==> src/rtl/alu_pkg.sv <==
// rtl/alu_pkg.sv - opcode and FSM state enums plus flag bit positions for seq_alu
package alu_pkg;

    typedef enum logic [3:0] {
        OP_ADD = 4'd0,
        OP_SUB = 4'd1,
        OP_ADC = 4'd2,
        OP_SBC = 4'd3,
        OP_AND = 4'd4,
        OP_OR  = 4'd5,
        OP_XOR = 4'd6,
        OP_NOT = 4'd7,
        OP_INC = 4'd8,
        OP_DEC = 4'd9,
        OP_SHL = 4'd10,
        OP_SHR = 4'd11,
        OP_ASR = 4'd12,
        OP_ROL = 4'd13,
        OP_ROR = 4'd14,
        OP_MUL = 4'd15
    } op_t;

    typedef enum logic [1:0] {
        ST_IDLE = 2'd0,
        ST_BUSY = 2'd1,
        ST_DONE = 2'd2
    } state_t;

    localparam int FLAG_N = 3;
    localparam int FLAG_Z = 2;
    localparam int FLAG_V = 1;
    localparam int FLAG_C = 0;

endpackage

==> src/rtl/seq_alu_if.sv <==
// rtl/seq_alu_if.sv - request/result handshake bundle between a requester and seq_alu
interface seq_alu_if #(
    parameter int WIDTH = 8
);
    logic             in_valid;
    logic             in_ready;
    logic [3:0]       op;
    logic [WIDTH-1:0] a;
    logic [WIDTH-1:0] b;
    logic             carry_in;
    logic             out_valid;
    logic             out_ready;
    logic [WIDTH-1:0] result;
    logic [WIDTH-1:0] result_hi;
    logic [3:0]       nzvc;

    modport master (
        output in_valid, op, a, b, carry_in, out_ready,
        input  in_ready, out_valid, result, result_hi, nzvc
    );

    modport slave (
        input  in_valid, op, a, b, carry_in, out_ready,
        output in_ready, out_valid, result, result_hi, nzvc
    );
endinterface

==> src/rtl/alu_mul_iter.sv <==
// rtl/alu_mul_iter.sv - iterative unsigned shift-add multiplier, one partial product per cycle
module alu_mul_iter #(
    parameter int WIDTH = 8
) (
    input  logic               clk,
    input  logic               rst_n,
    input  logic               start,
    input  logic [WIDTH-1:0]   a,
    input  logic [WIDTH-1:0]   b,
    output logic               done,
    output logic [2*WIDTH-1:0] product
);
    localparam int CW = $clog2(WIDTH + 1);

    logic [2*WIDTH-1:0] mcand;
    logic [2*WIDTH-1:0] acc;
    logic [WIDTH-1:0]   mplier;
    logic [CW-1:0]      count;
    logic               running;

    // Always runs all WIDTH iterations so latency does not depend on operand values.
    always_ff @(posedge clk) begin
        if (!rst_n) begin
            mcand   <= '0;
            acc     <= '0;
            mplier  <= '0;
            count   <= '0;
            running <= 1'b0;
        end else if (start) begin
            mcand   <= {{WIDTH{1'b0}}, a};
            acc     <= '0;
            mplier  <= b;
            count   <= CW'(WIDTH);
            running <= 1'b1;
        end else if (running) begin
            if (count != '0) begin
                if (mplier[0]) begin
                    acc <= acc + mcand;
                end
                mcand  <= mcand << 1;
                mplier <= mplier >> 1;
                count  <= count - 1'b1;
            end else begin
                running <= 1'b0;
            end
        end
    end

    assign done    = running && (count == '0);
    assign product = acc;

endmodule

==> src/rtl/seq_alu.sv <==
// rtl/seq_alu.sv - sequential ALU with handshake; iterative MUL built only when SEQ_ALU_MUL_EN is defined
module seq_alu
    import alu_pkg::*;
#(
    parameter int WIDTH = 8
) (
    input  logic      clk,
    input  logic      rst_n,
    seq_alu_if.slave  bus
);
    localparam int MSB = WIDTH - 1;

    state_t           state;
    op_t              op_c;
    logic             transfer;
    logic [WIDTH:0]   sum;
    logic [WIDTH-1:0] r;
    logic             c;
    logic             v;
    logic [3:0]       flags;
    logic [WIDTH-1:0] result_q;
    logic [WIDTH-1:0] result_hi_q;
    logic [3:0]       nzvc_q;

    assign op_c     = op_t'(bus.op);
    assign transfer = bus.in_valid && bus.in_ready;

    always_comb begin
        sum = '0;
        r   = '0;
        c   = 1'b0;
        v   = 1'b0;
        case (op_c)
            OP_ADD: begin
                sum = {1'b0, bus.a} + {1'b0, bus.b};
                r   = sum[MSB:0];
                c   = sum[WIDTH];
                v   = (bus.a[MSB] == bus.b[MSB]) && (r[MSB] != bus.a[MSB]);
            end
            OP_ADC: begin
                sum = {1'b0, bus.a} + {1'b0, bus.b} + {{WIDTH{1'b0}}, bus.carry_in};
                r   = sum[MSB:0];
                c   = sum[WIDTH];
                v   = (bus.a[MSB] == bus.b[MSB]) && (r[MSB] != bus.a[MSB]);
            end
            // Bit WIDTH of the widened difference is the borrow.
            OP_SUB: begin
                sum = {1'b0, bus.a} - {1'b0, bus.b};
                r   = sum[MSB:0];
                c   = sum[WIDTH];
                v   = (bus.a[MSB] != bus.b[MSB]) && (r[MSB] != bus.a[MSB]);
            end
            OP_SBC: begin
                sum = {1'b0, bus.a} - {1'b0, bus.b} - {{WIDTH{1'b0}}, bus.carry_in};
                r   = sum[MSB:0];
                c   = sum[WIDTH];
                v   = (bus.a[MSB] != bus.b[MSB]) && (r[MSB] != bus.a[MSB]);
            end
            OP_AND: r = bus.a & bus.b;
            OP_OR:  r = bus.a | bus.b;
            OP_XOR: r = bus.a ^ bus.b;
            OP_NOT: r = ~bus.a;
            OP_INC: begin
                sum = {1'b0, bus.a} + (WIDTH+1)'(1);
                r   = sum[MSB:0];
                c   = sum[WIDTH];
                v   = !bus.a[MSB] && r[MSB];
            end
            OP_DEC: begin
                sum = {1'b0, bus.a} - (WIDTH+1)'(1);
                r   = sum[MSB:0];
                c   = sum[WIDTH];
                v   = bus.a[MSB] && !r[MSB];
            end
            OP_SHL: begin
                r = bus.a << 1;
                c = bus.a[MSB];
            end
            OP_SHR: begin
                r = bus.a >> 1;
                c = bus.a[0];
            end
            OP_ASR: begin
                r = {bus.a[MSB], bus.a[MSB:1]};
                c = bus.a[0];
            end
            OP_ROL: begin
                r = {bus.a[MSB-1:0], bus.a[MSB]};
                c = bus.a[MSB];
            end
            OP_ROR: begin
                r = {bus.a[0], bus.a[MSB:1]};
                c = bus.a[0];
            end
            OP_MUL: begin
`ifdef SEQ_ALU_MUL_EN
                r = '0;
`else
                // Without a multiplier, opcode 15 reports Z and V together as an illegal-op marker.
                r = '0;
                v = 1'b1;
`endif
            end
        endcase
    end

    always_comb begin
        flags         = '0;
        flags[FLAG_N] = r[MSB];
        flags[FLAG_Z] = (r == '0);
        flags[FLAG_V] = v;
        flags[FLAG_C] = c;
    end

`ifdef SEQ_ALU_MUL_EN
    logic               mul_start;
    logic               mul_done;
    logic [2*WIDTH-1:0] product;
    logic [3:0]         mul_flags;

    assign mul_start = transfer && (op_c == OP_MUL);

    alu_mul_iter #(.WIDTH(WIDTH)) u_mul (
        .clk     (clk),
        .rst_n   (rst_n),
        .start   (mul_start),
        .a       (bus.a),
        .b       (bus.b),
        .done    (mul_done),
        .product (product)
    );

    always_comb begin
        mul_flags         = '0;
        mul_flags[FLAG_N] = product[2*WIDTH-1];
        mul_flags[FLAG_Z] = (product == '0);
        mul_flags[FLAG_V] = (product[2*WIDTH-1:WIDTH] != '0);
    end
`endif

    always_ff @(posedge clk) begin
        if (!rst_n) begin
            state       <= ST_IDLE;
            result_q    <= '0;
            result_hi_q <= '0;
            nzvc_q      <= '0;
        end else if (transfer) begin
`ifdef SEQ_ALU_MUL_EN
            if (op_c == OP_MUL) begin
                state <= ST_BUSY;
            end else
`endif
            begin
                state       <= ST_DONE;
                result_q    <= r;
                result_hi_q <= '0;
                nzvc_q      <= flags;
            end
        end else begin
            case (state)
`ifdef SEQ_ALU_MUL_EN
                ST_BUSY: begin
                    if (mul_done) begin
                        state       <= ST_DONE;
                        result_q    <= product[WIDTH-1:0];
                        result_hi_q <= product[2*WIDTH-1:WIDTH];
                        nzvc_q      <= mul_flags;
                    end
                end
`endif
                ST_DONE: begin
                    if (bus.out_ready) begin
                        state <= ST_IDLE;
                    end
                end
                default: ;
            endcase
        end
    end

    assign bus.in_ready  = (state == ST_IDLE) || ((state == ST_DONE) && bus.out_ready);
    assign bus.out_valid = (state == ST_DONE);
    assign bus.result    = result_q;
    assign bus.result_hi = result_hi_q;
    assign bus.nzvc      = nzvc_q;

endmodule

==> src/flat_wrapper.sv <==
// flat-port wrapper written by rule: the top's interface ports become plain ports
module seq_alu_flat import alu_pkg::*;
#(
    parameter int WIDTH = 8
)
  (clk, rst_n, bus_in_valid, bus_op, bus_a, bus_b, bus_carry_in, bus_out_ready, bus_in_ready, bus_out_valid, bus_result, bus_result_hi, bus_nzvc);
  seq_alu_if #(.WIDTH(WIDTH)) bus_i ();
  input  logic clk;
  input  logic rst_n;
  input wire logic [$bits(bus_i.in_valid)-1:0] bus_in_valid;
  input wire logic [$bits(bus_i.op)-1:0] bus_op;
  input wire logic [$bits(bus_i.a)-1:0] bus_a;
  input wire logic [$bits(bus_i.b)-1:0] bus_b;
  input wire logic [$bits(bus_i.carry_in)-1:0] bus_carry_in;
  input wire logic [$bits(bus_i.out_ready)-1:0] bus_out_ready;
  output wire logic [$bits(bus_i.in_ready)-1:0] bus_in_ready;
  output wire logic [$bits(bus_i.out_valid)-1:0] bus_out_valid;
  output wire logic [$bits(bus_i.result)-1:0] bus_result;
  output wire logic [$bits(bus_i.result_hi)-1:0] bus_result_hi;
  output wire logic [$bits(bus_i.nzvc)-1:0] bus_nzvc;
  assign bus_i.in_valid = bus_in_valid;
  assign bus_i.op = bus_op;
  assign bus_i.a = bus_a;
  assign bus_i.b = bus_b;
  assign bus_i.carry_in = bus_carry_in;
  assign bus_i.out_ready = bus_out_ready;
  assign bus_in_ready = bus_i.in_ready;
  assign bus_out_valid = bus_i.out_valid;
  assign bus_result = bus_i.result;
  assign bus_result_hi = bus_i.result_hi;
  assign bus_nzvc = bus_i.nzvc;
  seq_alu #(.WIDTH(WIDTH)) u_core (.clk(clk), .rst_n(rst_n), .bus(bus_i));
endmodule
==> config.mk <==
export PLATFORM = sky130hd
export DESIGN_NAME = seq_alu_flat
export DESIGN_NICKNAME = d
export VERILOG_FILES = /design/src/rtl/alu_pkg.sv /design/src/rtl/seq_alu_if.sv /design/src/rtl/alu_mul_iter.sv /design/src/rtl/seq_alu.sv /design/src/flat_wrapper.sv
export SDC_FILE = /design/constraint.sdc
export NUM_CORES = 1
export LEC_CHECK = 0
export BUFFER_PORTS_ARGS = -buffer_cell sky130_fd_sc_hd__clkbuf_2
export CORE_MARGIN = 5
export CORE_UTILIZATION = 56
export DETAILED_ROUTE_END_ITERATION = 16
export HOLD_SLACK_MARGIN = 0.06
export MAX_ROUTING_LAYER = met4
export PLACE_DENSITY_LB_ADDON = 0.25
export SYNTH_ARGS = -nofsm -noshare
export SYNTH_HDL_FRONTEND = slang
export SYNTH_SLANG_ARGS = --single-unit
==> constraint.sdc <==
create_clock -name clk -period 6.8 [get_ports clk]
set_input_delay 2.04 -clock clk [delete_from_list [all_inputs] [get_ports clk]]
set_output_delay 2.04 -clock clk [all_outputs]
set_load 0.03 [all_outputs]
==> impl_results.md <==
- Status: completed
- Leading cell type in the layout, fill and taps excluded: nand2_1
- H-tree levels: 1
- Synth warn: 0
- Post-route DRC violation count: 0
- Final WS setup: 1.771 ns
- GP Congestion: 0.9987
- Cell accounting for the most synthesized area: ha_1
- Critical path's slowest cell: fa_1
- Sequential share of power: 18.5%
- Vias post-DR: 3316
- # resized after CTS: 0
- Initial antenna violation count: 0
- Inserted Diodes: 0
- Power Internal: 219.0 uW
- Final hold slack: 0.4539 ns
- Dpl hpwl: 7.481 mm
- CTS tree: built
- Relative slew slack: 52.10%
- Sequential area share after synthesis: 7.814%
- Clock Path Buffers: 2
- First-pass GRT wire length: 15.53 mm
- Site row count: 27
- Gr usage total: 27.44%
- Drt wl/cell: 18.37 um
- Hold buffer count at cts: 0
- Hold Path Cell Cnt: 2
- Fin crit period: 5.029 ns
- Slew Limit Fails: 0
- Vias in the first global route: 2987
- Power per Cell Area: 129.7 mW/mm2
- Die Span Y: 84.09 um
- Syn avg cell area: 7.019 um2
- Ys async rst share: 0%
- Final clock skew: 0.002629 ns
- Number of synthesized flops with an enable pin: 0
- I/O Buffers: 38
- Combinational Power Share: 62.7%
- Sw frac: 48.12%
- Worst hold path class: flip-flop to flip-flop
- Setup crit start: bus_a[0]
- Ys flop type: dfxtp_1
- Finished Core Util: 60.23%
- Sw power: 203.2 uW
- Req. time, crit path: 6.96 ns
- Fin crit share: 73.95%
- Critical path fanouts, max: 13
- Clock tree root driver cell: clkbuf_8
- Share of cells above drive strength 1: 12.58%
- FF+latch count, synth: 12
- Critical path startpoint category: input pin
- Clk pwr share: 18.8%
- Final #Nets: 513
- Top post-synthesis cells by area: ha_1 13%, dfxtp_1 7.8%, nand2_1 5.1%, a21oi_1 4.6%, xnor2_1 4.3%
- Mean number of vias per cell: 6.316
- Worst hold endpoint: u_core.bus.result[3]$_SDFFE_PN0P_
- Reg2Reg Depth: 8
- Post-synth top area share: 13.02%
- Total wire length: 9.643 mm
- Mapped cell area: 0.003074 mm2
- Final Hold Vio Count: 0
- CP arrival: 5.19 ns
- Commonest non-fill, non-tap cells in the layout: 42 x nand2_1, 38 x clkbuf_2, 32 x ha_1
- Die Wd: 84.09 um
- FMAX: 198.9 MHz
- TritonCTS Buffers: 3
- Largest net degree at the start of global routing: 35
- Post-Route Setup TNS: 0 ns
- Core ar.: 0.005405 mm2
- Type of the worst setup path: input pin to flip-flop
- Reg-to-reg slack, setup: 4.75 ns
- Post-Syn Instances: 438
- Worst vdd ir: 0.09201 mV
- Ports: 47
- TritonRoute pass-1 iters: 6
- Distinct cells, synth: 74
- RSZ-0062 raised after global routing: false
- Pre-CTS WS: 1.581 ns
- Num Clock Sinks: 12
- Worst-Margin Slew: 0.7004 ns
- Initial core utilization: 56.87%
- Non-Filler Instances: 525
- Hold_sp: u_core.bus.result[3]$_SDFFE_PN0P_
- Worst-Skew Late Latency: 0.25 ns
- Clock-pin transition on the worst setup and hold timing paths: 0.05 ns
- Placed insts: 521
- Die Area: 0.007071 mm2
- RR Endpoint: u_core.bus.nzvc[2]$_SDFFE_PN0P_
- Element type at the critical path end: flip-flop
- Area growth syn-to-layout: 5.901%
- Highest cell delay on the worst timing path: 0.49 ns
- Post-CTS Setup Inserts: 0
- Max Cap Viol: 0
- P_leak: 0.001366 uW
- Routed Antenna Nets: 0
- Worst R2R Start: u_core.state[1]$_SDFFE_PN0P_
- Crit path cell chain: clkbuf_2, inv_1, ha_1, fa_1, xnor2_1, and3_1, xor2_1, o21ai_1, o32a_1, nor4b_2, nand3_1, o31ai_2
- Final setup fails: 0
- Global route overflow: 0
- Iteration-0 DRC Markers: 408
metrics by stage:
stage,power (uW),area (um2)
finish,422.2,3256
floorplan,277.9,3100
global route,450.5,3256
CTS,417.3,3256
global placement,335.4,3201
detailed placement,337.6,3201
sequential cells by signal, indices dropped and copies added, names as in the netlist:
| register | count |
|---|---|
| u_core.bus.result | 7 |
| u_core.state | 1 |
| u_core.bus.nzvc | 4 |
per-layer routing:
metal,global-route usage [%],wire length (um),vias up
li1,-,-,1605
met1,39.21,4294,1523
met2,41.39,4381,173
met3,3.850,833,15
met4,4.825,133,0
met5,-,0,-
cell families after synthesis:
| logic type | after synthesis | synth area share (%) |
|---|---|---|
| buf+inv | 68 | 10.13 |
| simple gates | 156 | 26.50 |
| xor+xnor | 28 | 7.977 |
| mux | 10 | 4.111 |
| flops | 12 | 7.814 |
| fa+ha+maj | 34 | 14.33 |
| other cells | 1 | 0.1220 |
| compound gates | 129 | 29.02 |
synth_stat cells (3+ instances only):
library cell / number
nand2_1: 42
ha_1: 32
nor2_1: 29
a21oi_1: 28
inv_1: 28
clkbuf_1: 16
o21ai_0: 16
xnor2_1: 15
nand3_1: 13
nor3_1: 13
xor2_1: 13
dfxtp_1: 12
nand2b_1: 11
a31oi_1: 10
buf_4: 9
mux2i_1: 7
a2111oi_0: 6
a211oi_1: 6
buf_2: 6
nor2b_1: 6
o21ai_1: 6
or3_1: 6
and2_1: 5
and3_1: 5
o21a_1: 5
o221ai_1: 5
o31ai_1: 5
or2_1: 5
o211ai_1: 4
o22ai_1: 4
a211o_1: 3
a221oi_1: 3
inv_2: 3
nand4_1: 3
nor4_1: 3
nor4b_2: 3
worst max-delay path by stage:
stage / end / depth (start not counted)
6_report: u_core.bus.nzvc[2]$_SDFFE_PN0P_ / 12
3_5_place_dp: u_core.bus.nzvc[2]$_SDFFE_PN0P_ / 13
3_3_place_gp: u_core.bus.nzvc[2]$_SDFFE_PN0P_ / 12
4_1_cts: u_core.bus.nzvc[2]$_SDFFE_PN0P_ / 12
2_1_floorplan: u_core.bus.nzvc[1]$_SDFFE_PN0P_ / 13
5_1_grt: u_core.bus.nzvc[2]$_SDFFE_PN0P_ / 13
worst max-delay path: cells and delay by family:
family	cells	cell delay [ns]
adder cells (fa/ha/maj)	2	0.75
buffers and inverters	2	0.37
XOR/XNOR	2	0.59
AO/OA/AOI/OAI	3	0.69
AND/OR/NAND/NOR	3	0.74
power groups by stage:
stage                     combinational [uW]  clock (uW)  sequential, uW
after floorplan                          188           0            89.8
after global placement                   256           0            79.3
after detailed placement                 258           0            79.5
after CTS                                259        80.0            78.1
after global routing                     288        83.6            78.9
final                                    265        79.4            78.1
cell type report:
| class | count | area [um2] |
|---|---|---|
| clock buffer | 4 | 55.05 |
| fill | 531 | 2150 |
| multi-input combinational | 365 | 2549 |
| timing repair buffer | 39 | 197.7 |
| inverter | 33 | 123.9 |
| sequential | 12 | 240.2 |
| tap | 72 | 90.09 |
(Power assumes the default switching activity.)
